File: src/rtl/uart_pkg.sv
// Shared constants for the UART receive path: byte width and default FIFO depth.
package uart_pkg;
  localparam int unsigned BYTE_W          = 8;
  localparam int unsigned FIFO_DEPTH_LOG2 = 4;
endpackage

File: src/rtl/uart_fifo_mem.sv
// Byte storage for uart_rx_fifo: synchronous write, registered read, no reset.
module uart_fifo_mem
  import uart_pkg::*;
#(
  parameter int unsigned ADDR_W = FIFO_DEPTH_LOG2
) (
  input  logic              clk_i,
  input  logic              wr_en,
  input  logic [ADDR_W-1:0] wr_addr,
  input  logic [BYTE_W-1:0] wr_data,
  input  logic              rd_en,
  input  logic [ADDR_W-1:0] rd_addr,
  output logic [BYTE_W-1:0] rd_data
);
  localparam int unsigned DEPTH = 1 << ADDR_W;

  logic [BYTE_W-1:0] mem [0:DEPTH-1];

  // Read returns the pre-write contents when both ports hit the same slot.
  always_ff @(posedge clk_i) begin
    if (wr_en) mem[wr_addr] <= wr_data;
    if (rd_en) rd_data <= mem[rd_addr];
  end
endmodule

File: src/rtl/uart_rx_fifo.sv
// Receive FIFO behind a UART receiver with sticky overrun and level interrupt.
// Define UART_RX_FIFO_THRESH_IRQ_EN for a count-threshold interrupt instead of not-empty.
module uart_rx_fifo
  import uart_pkg::*;
#(
  parameter int unsigned DEPTH_LOG2 = FIFO_DEPTH_LOG2,
  parameter int unsigned RX_THRESH  = 8
) (
  input  logic                  clk_i,
  input  logic                  reset_i,
  input  logic                  rx_valid_i,
  input  logic [BYTE_W-1:0]     rx_data_i,
  input  logic                  rd_en_i,
  input  logic                  flush_i,
  input  logic                  ovr_clr_i,
  output logic [BYTE_W-1:0]     rd_data_o,
  output logic                  rd_valid_o,
  output logic [DEPTH_LOG2:0]   count_o,
  output logic                  empty_o,
  output logic                  full_o,
  output logic                  overrun_o,
  output logic                  irq_o
);
  localparam int unsigned DEPTH = 1 << DEPTH_LOG2;
  localparam int unsigned CW    = DEPTH_LOG2 + 1;

  if (DEPTH_LOG2 < 2 || DEPTH_LOG2 > 8) begin : g_bad_depth
    $error("uart_rx_fifo: DEPTH_LOG2 out of range");
  end
  if (RX_THRESH < 1 || RX_THRESH > DEPTH) begin : g_bad_thresh
    $error("uart_rx_fifo: RX_THRESH out of range");
  end

  logic [DEPTH_LOG2-1:0] wr_ptr, rd_ptr;
  logic [CW-1:0]         count, count_nxt;
  logic                  overrun, ovr_nxt, irq_nxt;
  logic                  rd_ok, wr_ok, ovr_set;
  logic                  rd_loaded;
  logic [BYTE_W-1:0]     mem_q;

  assign empty_o   = (count == '0);
  assign full_o    = (count == CW'(DEPTH));
  assign count_o   = count;
  assign overrun_o = overrun;
  // Storage has no reset, so hide its output until the first real read.
  assign rd_data_o = rd_loaded ? mem_q : '0;

  always_comb begin
    rd_ok     = rd_en_i & ~empty_o & ~flush_i;
    wr_ok     = rx_valid_i & (~full_o | rd_en_i) & ~flush_i;
    ovr_set   = rx_valid_i & full_o & ~rd_en_i & ~flush_i;
    count_nxt = count;
    ovr_nxt   = overrun;
    if (flush_i) begin
      count_nxt = '0;
    end else begin
      count_nxt = count + {{(CW-1){1'b0}}, wr_ok} - {{(CW-1){1'b0}}, rd_ok};
      ovr_nxt   = ovr_set | (overrun & ~ovr_clr_i);
    end
`ifdef UART_RX_FIFO_THRESH_IRQ_EN
    irq_nxt = (count_nxt >= CW'(RX_THRESH)) | ovr_nxt;
`else
    irq_nxt = (count_nxt != '0) | ovr_nxt;
`endif
  end

  always_ff @(posedge clk_i) begin
    if (reset_i) begin
      wr_ptr     <= '0;
      rd_ptr     <= '0;
      count      <= '0;
      overrun    <= 1'b0;
      rd_valid_o <= 1'b0;
      irq_o      <= 1'b0;
      rd_loaded  <= 1'b0;
    end else begin
      if (flush_i) begin
        wr_ptr <= '0;
        rd_ptr <= '0;
      end else begin
        if (wr_ok) wr_ptr <= wr_ptr + DEPTH_LOG2'(1);
        if (rd_ok) rd_ptr <= rd_ptr + DEPTH_LOG2'(1);
      end
      count      <= count_nxt;
      overrun    <= ovr_nxt;
      irq_o      <= irq_nxt;
      rd_valid_o <= rd_ok;
      if (rd_ok) rd_loaded <= 1'b1;
    end
  end

  uart_fifo_mem #(
    .ADDR_W(DEPTH_LOG2)
  ) u_mem (
    .clk_i  (clk_i),
    .wr_en  (wr_ok & ~reset_i),
    .wr_addr(wr_ptr),
    .wr_data(rx_data_i),
    .rd_en  (rd_ok & ~reset_i),
    .rd_addr(rd_ptr),
    .rd_data(mem_q)
  );
endmodule

File: config.mk
export PLATFORM = sky130hd
export DESIGN_NAME = uart_rx_fifo
export DESIGN_NICKNAME = d
export VERILOG_FILES = /design/src/rtl/uart_pkg.sv /design/src/rtl/uart_fifo_mem.sv /design/src/rtl/uart_rx_fifo.sv
export SDC_FILE = /design/constraint.sdc
export NUM_CORES = 1
export LEC_CHECK = 0
export ABC_AREA = 1
export CAP_MARGIN = 40
export CELL_PAD_IN_SITES_DETAIL_PLACEMENT = 0
export CELL_PAD_IN_SITES_GLOBAL_PLACEMENT = 1
export CORE_ASPECT_RATIO = 1.4
export CORE_MARGIN = 2
export CORE_UTILIZATION = 48
export CTS_CLUSTER_SIZE = 12
export DETAILED_ROUTE_END_ITERATION = 12
export HOLD_SLACK_MARGIN = 0.15
export PLACE_DENSITY = 0.8
export SYNTH_ARGS = -nofsm -noshare
export SYNTH_HDL_FRONTEND = slang
export SYNTH_SLANG_ARGS = --single-unit
File: constraint.sdc
create_clock -name clk_i -period 3.1 [get_ports clk_i]
set_input_delay 0.775 -clock clk_i [delete_from_list [all_inputs] [get_ports clk_i]]
set_output_delay 0.775 -clock clk_i [all_outputs]
set_load 0.02 [all_outputs]
Word-level counts from Yosys, hierarchy flattened:

Memory sizes are Yosys's and may differ from the RTL's. A register that Yosys moved wholly into a read port is not among the register bits.
Index checks and enable logic that the tools add are counted.

* bits in latches: 0
* bits in read-only memories: 0
* register bits: 17
* word-level logic and storage cells: 40
* memory bits (writable): 128
* input port bits: 14
* memories: 1

* muxes and demuxes: 5
* $lt $le $gt $ge: 0
* reductions and logical operators: 3
* add/subtract/negate cells: 4
* shift-type cells: 0
* bitwise gates (word level): 19
* $mul: 0
* div/mod/pow operators: 0
* eq/ne operators: 1

Memories
* u_mem.mem: words 16, width 8, rd ports 1, clocked after Yosys merged registers in 1, write ports 1, line uart_fifo_mem.sv:17 `logic [BYTE_W-1:0] mem [0:DEPTH-1];`

Operator list (count)
* $and 1x1->1: 10
* $add 4x1->4 const B: 2
* $mux 8: 1
* $not 1->1: 6
* $add 5x1->5: 1
* $eq 5x5->1 const B: 1
* $logic_not 5->1: 1
* $mux 5: 1
* $reduce_bool 5->1: 1
* $sub 5x1->5: 1
* $mux 1: 3
* $or 1x1->1: 3
* $reduce_or 2->1: 1

Longest topological paths before layout:

Gate-level depths: netlist (run 1).

* word-level depth: 10
* depth in mapped cells: 18
* depth with buffers taken out: 18

Modules after synthesis:

A second synthesis (run 1) with hierarchy kept.

* cell total of the unflattened synthesis: 696
* area, all modules: 6920.4 um^2

Modules (own cells, without submodules)
* uart_fifo_mem: instances 1, seq. area each 4083.9 um^2, cells each 551, area each 5846.9 um^2
* uart_rx_fifo: instances 1, seq. area each 340.3 um^2, cells each 145, area each 1073.5 um^2

Least setup slack after synthesis (run 1):

No wires, ideal clock.

* kind: in2reg
* from: input port flush_i
* to: register irq_o
* library setup time: 0.065 ns
* data required time: 3.035 ns
* arrival time: 2.584 ns
* path buffers: 0
* stages on the path: 15
* path slack: 0.451 ns
* cells stage by stage: inv_2 -> nand2_1 -> inv_1 -> nand2_2 -> ha_1 -> inv_1 -> ha_1 -> inv_1 -> fa_1 -> or2_2 -> nand3_1 -> inv_1 -> nand3_1 -> nor2_1 -> nor2_1

* longest elaborated chain between the ends: 7
* elaborated cells on any way between the ends: 11
* those cells by class: 2 x add/sub; 2 x mux; 6 x bitwise; 1 x reduce/logical

RTL lines
* start, declared: line uart_rx_fifo.sv:14 `input logic flush_i,`
* $not 1->1: line uart_rx_fifo.sv:49, uart_rx_fifo.sv:50, uart_rx_fifo.sv:51
* $and 1x1->1: line uart_rx_fifo.sv:50 `wr_ok = rx_valid_i & (~full_o | rd_en_i) & ~flush_i;`
* $add 5x1->5: line uart_rx_fifo.sv:57 `count_nxt = count + {{(CW-1){1'b0}}, wr_ok} - {{(CW-1){1'b0}}, rd_ok};`
* $sub 5x1->5: line uart_rx_fifo.sv:57
* $mux 5: line uart_rx_fifo.sv:54 `if (flush_i) begin`
* $reduce_bool 5->1: line uart_rx_fifo.sv:63 `irq_nxt = (count_nxt != '0) | ovr_nxt;`
* $or 1x1->1 *: line uart_rx_fifo.sv:63
* end signal, assigned: line uart_rx_fifo.sv:86 `irq_o <= irq_nxt;`
* end, declared: line uart_rx_fifo.sv:22 `output logic irq_o`

Every way passes the cells marked *; elsewhere a longest branch is shown, timed or not.
A chain may end at the register's enable or synchronous reset.

Final worst setup path (run 1):

* from: input port rd_en_i
* to: register irq_o

* longest elaborated chain between the ends: 8
* elaborated cells on any way between the ends: 15
* those cells by class: 2 x add/sub; 2 x mux; 10 x bitwise; 1 x reduce/logical

RTL lines
* start, declared: line uart_rx_fifo.sv:13 `input logic rd_en_i,`
* $or 1x1->1: line uart_rx_fifo.sv:50
* $and 1x1->1 (2 in a row): line uart_rx_fifo.sv:50
* $add 5x1->5: line uart_rx_fifo.sv:57
* $sub 5x1->5: line uart_rx_fifo.sv:57
* $mux 5: line uart_rx_fifo.sv:54
* $reduce_bool 5->1: line uart_rx_fifo.sv:63
* $or 1x1->1 *: line uart_rx_fifo.sv:63

Marks and branches as above.

==> results of run 1 <==
-- flip-flops by register name (all words and copies together) (netlist names) --
register and cells:
count_o 5, irq_o 1, overrun_o 1, rd_loaded 1, rd_ptr 4, rd_valid_o 1, u_mem.mem 128, u_mem.rd_data 8
wr_ptr 4
-- through the flow --
stage	cell area, um^2	util	hold slack (ps)
3_5_place_dp	7060	0.535	508
3_3_place_gp	7060	0.535	504
6_report	7620	0.577	522
4_1_cts	7620	0.577	518
2_1_floorplan	6420	-	484
5_1_grt	7620	0.577	581
-- cell families after synthesis --
kind of cell               count (synthesis)  synth area share
AOI/OAI and AO/OA                        119             0.106
buffers and inverters                     73            0.0561
xor gates and xnor gates                   2           0.00273
DFF                                      153             0.689
adders and majority gates                 12            0.0245
and+or+nand+nor                          191             0.122
-- routing by layer --
metal,GRT usage,routed length (um)
met3,0.0491,599
met4,0.122,653
met1,0.247,5570
met2,0.366,7580
met5,0,0
-- cells in the mapped netlist (2+ instances only) --
library cell / instances
buf_6: 5
nor2_2: 2
buf_2: 13
xor2_1: 2
o211ai_1: 32
or2_2: 2
dfxtp_1: 17
nand3_1: 27
o21ai_1: 6
nor2_1: 108
o21ai_0: 64
clkbuf_1: 3
clkinv_1: 2
inv_1: 41
buf_4: 3
clkbuf_2: 2
nor3_1: 10
ha_1: 11
edfxtp_1: 136
nand2_1: 39
a21oi_1: 16
inv_2: 2
-- layout by cell type, fill, tap and decap left out --
cell type        instances
a21boi_0                 1
a21oi_1                 16
buf_4                   37
bufinv_16                2
clkbuf_1                 1
clkbuf_16               17
clkdlybuf4s50_1         31
clkinv_1                 6
clkinv_2                 2
clkinv_4                 2
clkinvlp_4               4
dfxtp_1                 16
dfxtp_2                  1
edfxtp_1               136
fa_1                     1
ha_1                    11
inv_1                   41
inv_2                    2
inv_8                    1
nand2_1                 39
nand2_2                  1
nand3_1                 27
nand3_2                  1
nand4_1                  1
nor2_1                 108
nor2_2                   2
nor3_1                  10
o211ai_1                32
o21ai_0                 64
o21ai_1                  6
or2_2                    2
xor2_1                   2
-- worst paths after layout --
path	startpoint	end	slack, ps
hold reg to reg	wr_ptr[3]	wr_ptr[3]	520
setup / recovery	rd_en_i	irq_o	320
hold / removal	wr_ptr[3]	wr_ptr[3]	520
setup reg to reg	count_o[2]	irq_o	490
-- power breakdown --
| part | internal, uW | switching, uW |
|---|---|---|
| sequential | 2270 | 18.1 |
| combinational | 124 | 203 |
| clock | 1170 | 764 |
-- area by class of cell --
cell class                      count  area, um^2  area share
Multi-Input combinational cell    324        1640       0.215
Clock inverter                     14         133      0.0174
Timing Repair Buffer               68         588      0.0772
Inverter                           46         180      0.0236
Sequential cell                   153        4430       0.581
Clock buffer                       18         429      0.0563
Tap cell                          182         228      0.0299
-- worst max-delay path: cells and delay by family --
family / cells / cell delay, ps
simple gates: 7 / 750
buf+inv: 5 / 710
fa+ha+maj: 3 / 900
==> results.ini, run 1 <==
[timing]
fin_crit_sh = 0.896
slew_viol_final = 0
rsz0062_at_grt = no
fmax_ghz = 0.360
period_needed_ps = 2780
hold_viol = 0
finalSetupViolCount = 0
slew_headroom = 0.565
worstMarginPinSlew_ps = 650
fin_skew_ps = 8.32
worst_slack_ps = 321
tns_ps = 0

[layout]
final_cells = 805
drive_above_1_share = 0.119
layout.nets = 636
area_growth_pct = 18.7
antennaDiodeCount = 0
fillerInstances = 1060

[drt]
drtPass1Iterations = 4
via_per_inst = 5.42
vias = 4360
ant_nets = 0
wire_per_inst_um = 17.9
drc = 0
detail_route.iter0.violations = 481
wirelength_mm = 14.4

[floorplanning]
die_x_um = 102
die_h_um = 141
rows = 50
coreArea_mm2 = 0.0132
top_level_ports = 32
dieArea_mm2 = 0.0143
initial_core_util = 0.487

[clock_tree]
htree_levels = 4
root_buffer = clkbuf_16
cts_hold_buf = 0
clk_latency_ps = 410
cts_sinks = 153
cts_setup_buffers = 0
cts_buffers = 17
path_clk_slew_ps = 60
cts_tree = built
post_cts_resized = 0
clock_path_buffers = 2

[global_routing]
grt_use_total = 0.215
grt_max_degree = 60
grt_overflow = 0
antenna_found_initial = 0
grt_pass1_wl_mm = 22.7
grt_pass1_vias = 4369

[place]
io_buffers = 31
gp_congestion = 0.830
dp_hpwl_mm = 9.52
post-place-cells = 773
dp_slack_ps = -90.3

[logic_synthesis]
synth_area_mm2 = 0.00642
ys.flop_type = edfxtp_1
synth_area_leaders = edfxtp_1 64%, nor2_1 6.3%, dfxtp_1 5.3%
synth_top_area_share = 0.636
synth_nets = 576
yosysTopAreaCell = edfxtp_1
synth-edff-count = 136
syn_avg_cell_area_um2 = 11.7
ys_ff_latch = 153
async_flop_share = 0
synthDistinctLibCells = 29
yosysSeqAreaShare = 0.689
synthCells = 550
yosysWarnings = 0

[power]
p_total_uw = 4540
leakage_uw = 0.00270
power_density_mw_per_mm2 = 596
ir_worst_vdd_mv = 0.373

[worst_setup_path]
required_ps = 3450
critPathKind = in -> reg
crit_path_max_incr_delay_ps = 490
r2r_cells = 16
cp.arrival_ps = 3130
startpoint_type = input port
crit_slowest_cell = clkdlybuf4s50_1
cp_max_fo = 2
cpMostUsedCell = inv_1
path_cells = clkdlybuf4s50_1 > inv_1 > nand4_1 > nand2_2 > ha_1 > inv_1 > ha_1 > inv_1 > fa_1 > or2_2 > nand3_1 > inv_1 > nand3_1 > nor2_1 > nor2_1
end_kind = flop

[hold_path]
hold_path_depth = 2
hold_class = reg -> reg

[run]
drv_cap = 0

[run_status]
outcome = finished, final reports clean

Note: power is estimated with default switching activity, not from simulation.
==> run 2: changes to the inputs <==
--- a/config.mk
+++ b/config.mk
@@ -6,7 +6,7 @@
 export NUM_CORES = 1
 export LEC_CHECK = 0
 export ABC_AREA = 1
-export CAP_MARGIN = 40
+export CAP_MARGIN = 20
 export CELL_PAD_IN_SITES_DETAIL_PLACEMENT = 0
 export CELL_PAD_IN_SITES_GLOBAL_PLACEMENT = 1
 export CORE_ASPECT_RATIO = 1.4
@@ -15,7 +15,8 @@
 export CTS_CLUSTER_SIZE = 12
 export DETAILED_ROUTE_END_ITERATION = 12
 export HOLD_SLACK_MARGIN = 0.15
-export PLACE_DENSITY = 0.8
+export PLACE_DENSITY = 0.82
 export SYNTH_ARGS = -nofsm -noshare
 export SYNTH_HDL_FRONTEND = slang
+export SYNTH_HIERARCHICAL = 1
 export SYNTH_SLANG_ARGS = --single-unit
==> results.ini, run 2 <==
[layout]
final_cell_mix = 199 x nand2_1, 136 x edfxtp_1, 126 x inv_1
multiInputGateArea_mm2 = 0.00181
drive_above_1_share = 0.118
layout.nets = 775
final_cells = 950
largest_reg_flops = 128
antennaDiodeCount = 0
regArea_mm2 = 0.00443
regMostFlops = u_mem/mem
final_common_cell = nand2_1
area_growth_pct = 17.6
fillerInstances = 1147

[power]
power_frac_comb = 0.073
power_density_mw_per_mm2 = 583
p_sw_frac = 0.214
switchingPower_uw = 1010
p_clk_frac = 0.448
pwr-share-seq = 0.480
ir_worst_vdd_mv = 0.390
p_total_uw = 4750
internal_power_uw = 3730
leakage_uw = 0.00350

[run]
drv_cap = 0

[timing]
slew_viol_final = 0
fin_skew_ps = 8.91
slew_headroom = 0.495
period_needed_ps = 2760
worstMarginPinSlew_ps = 755
tns_ps = 0
hold_viol = 0
rsz0062_at_grt = no
finalSetupViolCount = 0
holdWs_ps = 541
fin_crit_sh = 0.891
fmax_ghz = 0.362

[floorplanning]
dieArea_mm2 = 0.0154
rows = 51
coreArea_mm2 = 0.0140
initial_core_util = 0.495
die_x_um = 105
die_h_um = 146
top_level_ports = 32

[drt]
wire_per_inst_um = 16.4
detail_route.iter0.violations = 345
drtPass1Iterations = 5
via_per_inst = 4.98
vias = 4734
ant_nets = 0
wirelength_mm = 15.5
drc = 0

[logic_synthesis]
synth_top_area_share = 0.590
ys.flop_type = edfxtp_1
synth_area_leaders = edfxtp_1 59%, nand2_1 11%, nand3_1 8.0%
ys_top_cells_by_count = 199 x nand2_1, 136 x edfxtp_1, 126 x inv_1, 111 x nand3_1, 27 x nor2_1
synthCells = 696
ys_ff_latch = 153
async_flop_share = 0
post-synth-top-count-cell = nand2_1
syn_avg_cell_area_um2 = 9.94
yosysTopAreaCell = edfxtp_1
synth_area_mm2 = 0.00692
synth-edff-count = 136
yosysWarnings = 6
synthDistinctLibCells = 33
yosysSeqAreaShare = 0.639
synth_nets = 719

[clock_tree]
cts_hold_buf = 0
cts_sinks = 153
htree_levels = 4
post_cts_resized = 0
root_buffer = clkbuf_16
path_clk_slew_ps = 60
cts_tree = built
clock_path_buffers = 2
cts_buffers = 17
clk_latency_ps = 410
cts_setup_buffers = 0

[worst_setup_path]
rrSetupSlack_ps = 440
r2r_cells = 17
cp_max_fo = 3
r2r_end = irq_o
end_kind = flop
cp.arrival_ps = 3080
startpoint_type = input port
required_ps = 3420
critPathKind = in -> reg
reg2reg_from = count_o[3]

[hold_path]
hold_class = reg -> reg
min_from = wr_ptr[3]
min_to = wr_ptr[3]
hold_path_depth = 2

[place]
post-place-cells = 918
gp_congestion = 0.830
io_buffers = 31
dp_hpwl_mm = 10.3

[global_routing]
grt_max_degree = 68
grt_overflow = 0
grt_pass1_wl_mm = 24.4
antenna_found_initial = 0
grt_pass1_vias = 4662
grt_use_total = 0.211

[run_status]
outcome = finished, final reports clean

[run 2: how the worst max path moves through the flow]
| stage | start | endpoint | cells past startpoint |
|---|---|---|---|
| 5_1_grt | flush_i | irq_o | 17 |
| 6_report | flush_i | irq_o | 16 |
| 3_5_place_dp | flush_i | irq_o | 16 |
| 2_1_floorplan | count_o[3] | irq_o | 18 |
| 3_3_place_gp | flush_i | irq_o | 16 |
| 4_1_cts | count_o[3] | empty_o | 5 |
[run 2: worst max-delay path, cell delays in order]
cell and delay, ps:
clkdlybuf4s50_1 560, inv_2 80, nand3_4 100, inv_4 40
ha_1 270, inv_1 50, ha_1 160, inv_1 60
fa_1 520, inv_1 40, o21ai_1 120, nand2_1 80
clkinv_1 40, nand3_1 80, nand2_1 70, nand2_1 40
[run 2: area by class of cell]
cell class                 count  area share
tap                          185      0.0284
multi-input combinational    381       0.222
clock inverter                12      0.0215
sequential                   153       0.544
timing repair buffer          62      0.0667
inverter                     137      0.0635
clock buffer                  20      0.0537
[run 2: layer usage]
layer / track usage / up-vias / share of wire
met2: 0.390 / 131 / 0.54
met4: 0.0927 / 0 / 0.025
met1: 0.237 / 2250 / 0.39
li1: - / 2331 / -
met5: 0 / - / 0
met3: 0.0330 / 22 / 0.045
[run 2: through the flow]
step | setup slack [ps] | utilization | instance area [um^2]
after floorplan | 493 | - | 6920
after global placement | -59.4 | 0.539 | 7530
after detailed placement | -86.9 | 0.539 | 7530
after CTS | 314 | 0.582 | 8140
after global routing | 158 | 0.582 | 8140
final | 337 | 0.582 | 8140
[run 2: power groups by stage]
stage / combinational [uW] / clock, uW / sequential (uW)
floorplan: 194 / 0 / 2330
global route: 381 / 2240 / 2280
detailed placement: 347 / 0 / 2320
global placement: 339 / 0 / 2320
finish: 345 / 2120 / 2280
CTS: 349 / 2160 / 2280
[run 2: cell families after synthesis]
kind of cell,synth area share
AOI/OAI and AO/OA,0.0123
xor gates and xnor gates,0.00506
adders and majority gates,0.0174
buffers and inverters,0.0993
DFF,0.639
and+or+nand+nor,0.227
